--- src/rtl/beat_locking_rr_arbiter_pkg.sv ---
// Shared parameters and helpers for the beat-locking round-robin arbiter.
package beat_locking_rr_arbiter_pkg;

    localparam int DEF_N_IN   = 4;
    localparam int DEF_BEATS  = 4;
    localparam int DEF_SRC_W  = 2;
    localparam int DEF_DST_W  = 2;
    localparam int DEF_XID_W  = 2;
    localparam int DEF_DATA_W = 64;

    // ceil(log2(v)), never below 1 so counters and indices keep a bit
    function automatic int clog2_min1(input int v);
        int r;
        r = 0;
        for (int i = 0; i < 31; i++) begin
            if ((1 << i) < v) begin
                r = i + 1;
            end
        end
        return (r < 1) ? 1 : r;
    endfunction

endpackage

--- src/rtl/beat_locking_rr_arbiter_pick.sv ---
// Round-robin priority pick: first valid above last_grant, else lowest valid.
module rr_priority_pick
    import beat_locking_rr_arbiter_pkg::*;
#(
    parameter int N_IN = DEF_N_IN,
    localparam int IDX_W = clog2_min1(N_IN)
) (
    input  logic [N_IN-1:0]  valid,
    input  logic [IDX_W-1:0] last_grant,
    output logic [IDX_W-1:0] pick
);

    // Descending scans so the lowest matching index is the last write
    always_comb begin
        pick = IDX_W'(N_IN - 1);
        for (int i = N_IN - 1; i >= 0; i--) begin
            if (valid[i]) begin
                pick = IDX_W'(i);
            end
        end
        for (int i = N_IN - 1; i >= 0; i--) begin
            if (valid[i] && (IDX_W'(i) > last_grant)) begin
                pick = IDX_W'(i);
            end
        end
    end

endmodule

--- src/rtl/beat_locking_rr_arbiter.sv ---
// N-way round-robin arbiter that holds the grant for the full length
// of a data-carrying burst.
module beat_locking_rr_arbiter
    import beat_locking_rr_arbiter_pkg::*;
#(
    parameter int N_IN   = DEF_N_IN,
    parameter int BEATS  = DEF_BEATS,
    parameter int SRC_W  = DEF_SRC_W,
    parameter int DST_W  = DEF_DST_W,
    parameter int XID_W  = DEF_XID_W,
    parameter int DATA_W = DEF_DATA_W,
    localparam int IDX_W = clog2_min1(N_IN),
    localparam int CNT_W = clog2_min1(BEATS)
) (
    input  logic                     clk,
    input  logic                     reset,
    input  logic [N_IN-1:0]          io_in_valid,
    output logic [N_IN-1:0]          io_in_ready,
    input  logic [N_IN-1:0]          io_in_has_data,
    input  logic [N_IN*SRC_W-1:0]    io_in_header_src,
    input  logic [N_IN*DST_W-1:0]    io_in_header_dst,
    input  logic [N_IN*XID_W-1:0]    io_in_xact_id,
    input  logic [N_IN*DATA_W-1:0]   io_in_data,
    input  logic                     io_out_ready,
    output logic                     io_out_valid,
    output logic [SRC_W-1:0]         io_out_header_src,
    output logic [DST_W-1:0]         io_out_header_dst,
    output logic [XID_W-1:0]         io_out_xact_id,
    output logic [DATA_W-1:0]        io_out_data,
    output logic                     io_out_has_data,
    output logic [IDX_W-1:0]         io_chosen,
    output logic                     io_locked
);

    logic [IDX_W-1:0] last_grant_q, last_grant_d;
    logic [IDX_W-1:0] lock_idx_q, lock_idx_d;
    logic             locked_q, locked_d;
    logic [CNT_W-1:0] beat_cnt_q, beat_cnt_d;
    logic [IDX_W-1:0] pick;
    logic [IDX_W-1:0] chosen;
    logic             fire;

    rr_priority_pick #(
        .N_IN (N_IN)
    ) u_pick (
        .valid      (io_in_valid),
        .last_grant (last_grant_q),
        .pick       (pick)
    );

    always_comb begin
        chosen            = locked_q ? lock_idx_q : pick;
        io_out_valid      = io_in_valid[chosen];
        io_out_has_data   = io_in_has_data[chosen];
        io_out_header_src = io_in_header_src[chosen*SRC_W +: SRC_W];
        io_out_header_dst = io_in_header_dst[chosen*DST_W +: DST_W];
        io_out_xact_id    = io_in_xact_id[chosen*XID_W +: XID_W];
        io_out_data       = io_in_data[chosen*DATA_W +: DATA_W];
        io_chosen         = chosen;
        io_locked         = locked_q;
        fire              = io_out_valid & io_out_ready;
        for (int i = 0; i < N_IN; i++) begin
            io_in_ready[i] = io_out_ready && (chosen == IDX_W'(i));
        end
    end

    // Any fired beat counts toward an open burst, header-only or not
    always_comb begin
        last_grant_d = last_grant_q;
        locked_d     = locked_q;
        lock_idx_d   = lock_idx_q;
        beat_cnt_d   = beat_cnt_q;
        if (fire) begin
            last_grant_d = chosen;
            if (locked_q) begin
                if (beat_cnt_q == CNT_W'(BEATS - 1)) begin
                    locked_d   = 1'b0;
                    beat_cnt_d = '0;
                end else begin
                    beat_cnt_d = beat_cnt_q + CNT_W'(1);
                end
            end else if (io_out_has_data && (BEATS > 1)) begin
                locked_d   = 1'b1;
                lock_idx_d = chosen;
                beat_cnt_d = CNT_W'(1);
            end
        end
    end

    always_ff @(posedge clk) begin
        if (reset) begin
            last_grant_q <= IDX_W'(N_IN - 1);
            locked_q     <= 1'b0;
            lock_idx_q   <= '0;
            beat_cnt_q   <= '0;
        end else begin
            last_grant_q <= last_grant_d;
            locked_q     <= locked_d;
            lock_idx_q   <= lock_idx_d;
            beat_cnt_q   <= beat_cnt_d;
        end
    end

endmodule

--- config.mk ---
export PLATFORM = sky130hd
export DESIGN_NAME = beat_locking_rr_arbiter
export DESIGN_NICKNAME = d
export VERILOG_FILES = /design/src/rtl/beat_locking_rr_arbiter_pkg.sv /design/src/rtl/beat_locking_rr_arbiter_pick.sv /design/src/rtl/beat_locking_rr_arbiter.sv
export SDC_FILE = /design/constraint.sdc
export NUM_CORES = 1
export LEC_CHECK = 0
export BUFFER_PORTS_ARGS = -buffer_cell sky130_fd_sc_hd__clkbuf_2
export CAP_MARGIN = 30
export CORE_AREA = 2 2 145 147
export DETAILED_ROUTE_END_ITERATION = 12
export DIE_AREA = 0 0 147 149
export PLACE_DENSITY = 0.54
export SLEW_MARGIN = 30
export SYNTH_ARGS = -nofsm -noshare
export SYNTH_HDL_FRONTEND = slang
export SYNTH_SLANG_ARGS = --single-unit
--- constraint.sdc ---
create_clock -name clk -period 1.8 [get_ports clk]
set_input_delay 0.27 -clock clk [delete_from_list [all_inputs] [get_ports clk]]
set_output_delay 0.27 -clock clk [all_outputs]
set_load 0.02 [all_outputs]
==> key figures, run 1 <==
Outcome
  • Status: finished, violations left
  • Failing checks: negative setup slack

Synthesis
  • Syn_nets: 827
  • Mapped Cells: 535
  • Async S/R FF share, synth: 0
  • Post-synth EDFFs: 0
  • Synth area leader: nand2_1
  • Top-area cell type share of the netlist area: 0.399
  • Dominant cells by area after synthesis: nand2_1 40%, a31oi_1 16%, and3_1 16%, dfxtp_1 5.2%, buf_2 5.0%
  • Synth Area per Inst: 5.06 µm²
  • Ys Warns: 0
  • Unique masters post-synth: 36
  • Synth Cell Area: 2710 µm²
  • Number of synthesized register bits: 7
  • Seq/Total Area, Yosys: 0.0518
  • Primary FF master, synth: dfxtp_1

Timing
  • Setup_tns: -43.03 ns
  • Max Slew Vio Count: 0
  • Highest clock rate: 0.418 GHz
  • Fin. Hold Viols: 0
  • Worst slew pin tran: 0.289 ns
  • RSZ-0062 raised after global routing: true
  • Relative slew slack: 0.807
  • Setup violators final: 85
  • Layout Skew: 0.000834 ns
  • Minimum clock period: 2.39 ns
  • Hold Slack: 0.285 ns
  • Final Cycle Share: 1.33
  • Setup WS post-layout: -0.593 ns

Clocking
  • Clock root cell: clkbuf_16
  • Num CTS Buffers: 3
  • Hold-fix buffer count after cts: 0
  • CTS tree: done
  • CTS clk-pin slew, worst paths: 0.04 ns
  • TritonCTS Sinks: 7
  • CTS H-Tree Depth: 1
  • Longest Clk Path Bufs: 2
  • Clk_lat worst skew: 0.23 ns

GRT
  • Largest net degree at the start of global routing: 29
  • Gr ovfl total: 0
  • Initial antenna violation count: 2
  • GR Util All Layers: 0.156
  • Number of global-route vias before repair: 5163
  • First-pass GRT wire length: 27.3 mm

Placed design
  • Worst slack, placed: -0.478 ns
  • Number of port buffers: 369
  • Hpwl dp: 13.5 mm
  • Dpl cells: 1177
  • Routability cong.: 0.849
  • Dpl cell area: 5990 µm²

Power
  • Combinational Power Share: 0.947
  • P_leak: 3.67 nW
  • Switching Fraction: 0.487
  • Sequential Power Share: 0.020
  • Clock power share: 0.033
  • Switching power summed over all nets: 5.58 mW
  • P_int: 5.89 mW
  • PwrDens: 1530 nW/µm²
  • Worst VDD drop: 0.000642 V

Die
  • Die X: 147 µm
  • Chip height: 149 µm
  • Core ar.: 20600 µm²
  • Row cnt: 53
  • Starting Density: 0.132
  • # IOs: 370
  • Die Area: 21900 µm²

Finish
  • Post-route cell area: 7520 µm²
  • Commonest non-fill, non-tap cell in the layout: clkbuf_2
  • Final nets: 1226
  • Non-Filler Instances: 1210
  • Syn-to-layout area delta: 178%
  • Most frequent cells in the layout: 298 x clkbuf_2, 250 x nand2_1, 46 x a31oi_4
  • Layout cells sized above 1: 0.648

Drt
  • Drt drc: 0
  • ANT nets after route: 0
  • Wirelength per Cell: 16.0 µm
  • Via count: 5290
  • Detailed Route WL: 19.4 mm
  • First drt pass iteration count: 4
  • Initial drt markers: 207
  • Vias per cell: 4.37

Critical path
  • Slowest CP cell: dfxtp_4
  • Cell Chain, Critical Path: nand2b_4, a21oi_4, o31ai_4, buf_6, buf_12, nand2_1, and3_1, a31oi_1, clkbuf_4
  • Critical path arrival: 2.12 ns
  • Critical Path Start Type: register
  • Worst setup path category: register to output port
  • Crit-path max cell delay: 0.36 ns
  • CP required: 1.53 ns
  • Maximum fanout along the worst path: 11
  • CP Capture Type: output port

Flow run
  • Max Cap Viol: 0

Min path
  • Hold/Removal Path Class: primary input to register
## cell families (layout without fill, tap and decap cells)
kind of cell               Yosys count  in the layout  synth area share
and+or+nand+nor                    378            378             0.607
adders and majority gates            1              1           0.00462
other                                0              2                 0
buffers and inverters               55            453            0.0929
DFF                                  7              7            0.0518
muxes                                4              4            0.0152
AOI/OAI and AO/OA                   90             90             0.229
## sequential cells by signal, indices dropped and copies added, names as in the netlist
| signal | flops |
|---|---|
| beat_cnt_q | 2 |
| last_grant_q | 2 |
| lock_idx_q | 2 |
| io_locked | 1 |
## repair_timing
item                       CTS  global route
setup buffers               11             1
setup endpoints to repair   85            85
pin swaps                    6             6
gates cloned                 9             6
gates resized for setup    192            61
## critical path, delay by kind of cell (launching register included)
kind            cells  cell delay [ns]
compound gates      3             0.53
flops               1             0.36
simple gates        3             0.38
buf+inv             3             0.61
## area by class of cell
| class | instances | area [µm²] |
|---|---|---|
| multi-input cells | 473 | 3490 |
| well taps | 275 | 344 |
| flip-flops and latches | 7 | 149 |
| repair buffers | 443 | 3400 |
| clock buffers | 4 | 78.8 |
| diodes | 2 | 5.00 |
| fillers | 2154 | 13000 |
| inverters | 6 | 46.3 |
## cell usage after synthesis (all sizes together), types with 2 or more instances
| library cell | instances |
|---|---|
| nand2 | 288 |
| a31oi | 71 |
| and3 | 71 |
| buf | 30 |
| clkbuf | 19 |
| dfxtp | 7 |
| a21oi | 6 |
| inv | 6 |
| nor3 | 6 |
| nand2b | 5 |
| mux2i | 3 |
| nor2 | 3 |
| a22oi | 2 |
| o21ai | 2 |
## worst paths after layout
check                           depth (start not counted)  slack [ns]              end       startpoint
worst min-delay path                                    2        0.29    lock_idx_q[1]            reset
worst max-delay path                                    9       -0.59  io_out_data[58]  last_grant_q[1]
worst max register to register                         11       -0.44    lock_idx_q[1]  last_grant_q[1]
worst min register to register                          2        0.50  last_grant_q[0]  last_grant_q[0]
## per-layer routing
layer  track usage  share of wire  vias to the layer above
met1         0.184           0.40                     2386
li1              -              -                     2634
met4        0.0308          0.015                        0
met2         0.300           0.52                      247
met3        0.0239          0.068                       23
met5             0              0                        -
## metrics by stage
step                       util  power [mW]
after floorplan               -        5.58
after global placement    0.292        8.08
after detailed placement  0.292        8.10
after CTS                 0.350        10.9
after global routing      0.366        12.1
final                     0.366        11.5
## power by group through the flow
stage	clock network, mW	registers [mW]	logic [mW]
2_1_floorplan	0	0.219	5.36
3_3_place_gp	0	0.219	7.86
3_5_place_dp	0	0.219	7.88
4_1_cts	0.386	0.224	10.3
5_1_grt	0.394	0.233	11.5
6_report	0.378	0.226	10.9
(Power assumes the default switching activity.)
==> run 2, diff against run 1 <==
Settings changed: CTS_BUF_LIST from default to sky130_fd_sc_hd__clkbuf_8, HOLD_SLACK_MARGIN from default to 0.12.
==> key figures, run 2 (synthesis gave the netlist of run 1 again) <==
Outcome
  • Status: finished, violations left
  • Failing checks: negative setup slack

Clocking
  • TritonCTS Sinks: 7
  • Num CTS Buffers: 3
  • CTS tree: done
  • Hold-fix buffer count after cts: 0
  • Longest Clk Path Bufs: 2
  • CTS clk-pin slew, worst paths: 0.04 ns
  • CTS H-Tree Depth: 1
  • Clk_lat worst skew: 0.23 ns
  • Clock root cell: clkbuf_8

Power
  • P_int: 5.58 mW
  • Switching Fraction: 0.495
  • Clock power share: 0.020
  • Sequential Power Share: 0.020
  • PwrDens: 1500 nW/µm²
  • Switching power summed over all nets: 5.47 mW
  • P_leak: 3.69 nW
  • Worst VDD drop: 0.000715 V
  • Combinational Power Share: 0.960

Drt
  • Vias per cell: 4.35
  • Met3 wire length: 1.38 mm
  • ANT nets after route: 0
  • Post-route met1 wirelength: 7.46 mm
  • Drt drc: 0
  • First drt pass iteration count: 5
  • Wirelength per Cell: 15.8 µm
  • Via count: 5284
  • Top Layer Used: met4
  • Initial drt markers: 179
  • Met2 wire length: 9.96 mm
  • Detailed Route WL: 19.1 mm

Finish
  • Layout cells sized above 1: 0.620
  • Ant diodes: 0
  • Largest regs: beat_cnt_q: 2 flops, last_grant_q: 2 flops, lock_idx_q: 2 flops
  • Commonest non-fill, non-tap cell in the layout: clkbuf_2
  • Syn-to-layout area delta: 172%
  • Post-layout util: 0.358
  • Most frequent cells in the layout: 300 x clkbuf_2, 263 x nand2_1, 48 x buf_4
  • Number of fill cells: 2185
  • Final nets: 1232

Timing
  • Max Slew Vio Count: 0
  • Highest clock rate: 0.417 GHz
  • Relative slew slack: 0.782
  • Fin. Hold Viols: 0
  • Minimum clock period: 2.40 ns
  • RSZ-0062 raised after global routing: true
  • Worst slew pin tran: 0.326 ns
  • Setup WS post-layout: -0.601 ns
  • Layout Skew: 0.000674 ns
  • Setup violators final: 85
  • Hold Slack: 0.278 ns
  • Final Cycle Share: 1.33

Flow run
  • Max Cap Viol: 0

Placed design
  • Hpwl dp: 13.5 mm
  • Worst slack, placed: -0.478 ns
  • Routability cong.: 0.849
  • Number of port buffers: 369

Min path
  • WHS Endpoint: lock_idx_q[1]
  • Worst hold path depth: 2
  • Hold/Removal Path Class: primary input to register
  • Hold path start: reset

GRT
  • Gr ovfl total: 0
  • Number of global-route vias before repair: 5036
  • Largest net degree at the start of global routing: 36
  • First-pass GRT wire length: 26.7 mm
  • Initial antenna violation count: 0
  • GR Util All Layers: 0.153

Critical path
  • CP Capture Type: output port
  • Worst R2R End: io_locked
  • Critical path arrival: 2.13 ns
  • CP required: 1.53 ns
  • Critical Path Start Type: register
  • Worst setup path category: register to output port
  • Worst reg2reg setup slack: -0.54 ns
  • Maximum fanout along the worst path: 12
  • Worst R2R Start: last_grant_q[1]
  • R2R depth: 11

Die
  • Core ar.: 20600 µm²
  • Chip height: 149 µm
  • Die Area: 21900 µm²
  • Starting Density: 0.132
  • Die X: 147 µm
  • # IOs: 370
  • Row cnt: 53
## run 2: cell type report
cell class              count  area, µm²  area share
repair buffers            449       3390       0.460
multi-input cells         473       3380       0.459
well taps                 275        344      0.0468
flip-flops and latches      7        149      0.0202
inverters                   6       55.1     0.00748
clock buffers               3       41.3     0.00561
clock inverters             1       3.75    0.000510
## run 2: how the worst max path moves through the flow
| stage | startpoint | end | slack (ns) |
|---|---|---|---|
| 2_1_floorplan | io_locked | io_out_data[46] | -0.27 |
| 3_3_place_gp | io_in_valid[0] | io_out_data[39] | -0.41 |
| 3_5_place_dp | last_grant_q[1] | beat_cnt_q[1] | -0.48 |
| 4_1_cts | last_grant_q[1] | io_out_data[30] | -0.60 |
| 5_1_grt | last_grant_q[0] | io_out_data[5] | -0.67 |
| 6_report | last_grant_q[1] | io_out_data[5] | -0.60 |
## run 2: metrics by stage
stage,power (mW),TNS [ns],std cells,cell area [µm²]
floorplan,5.58,-13.25,535,3560
global placement,8.08,-29.42,1177,5990
detailed placement,8.10,-32.56,1177,5990
CTS,10.1,-44.03,1202,6860
global route,11.7,-49.25,1214,7360
finish,11.1,-42.75,1214,7360
## run 2: power by group through the flow
stage	sequential, mW	clock [mW]	combinational, mW
global route	0.231	0.227	11.2
finish	0.224	0.216	10.6
global placement	0.219	0	7.86
CTS	0.224	0.220	9.65
floorplan	0.219	0	5.36
detailed placement	0.219	0	7.88
## run 2: worst max-delay path, stage by stage (launching register included)
cell,delay (ns)
dfxtp_4,0.35
nand2b_4,0.15
a21oi_4,0.15
o31ai_4,0.10
buf_12,0.17
inv_16,0.10
bufbuf_16,0.28
nand2_1,0.05
and3_1,0.17
a31oi_1,0.17
clkbuf_4,0.20
## run 2: timing repair
| action | in CTS | in global routing |
|---|---|---|
| gates cloned | 11 | 5 |
| buffers inserted | 10 | 8 |
| gates resized for setup | 113 | 132 |
| endpoints found under the setup margin | 85 | 85 |
| endpoints found under the hold margin | 0 | 0 |
| pin swaps | 6 | 6 |
## run 2: per-layer routing
layer	up-vias	global-route usage
li1	2646	-
met1	2365	0.180
met2	251	0.289
met3	22	0.0245
met4	0	0.0351
met5	-	0
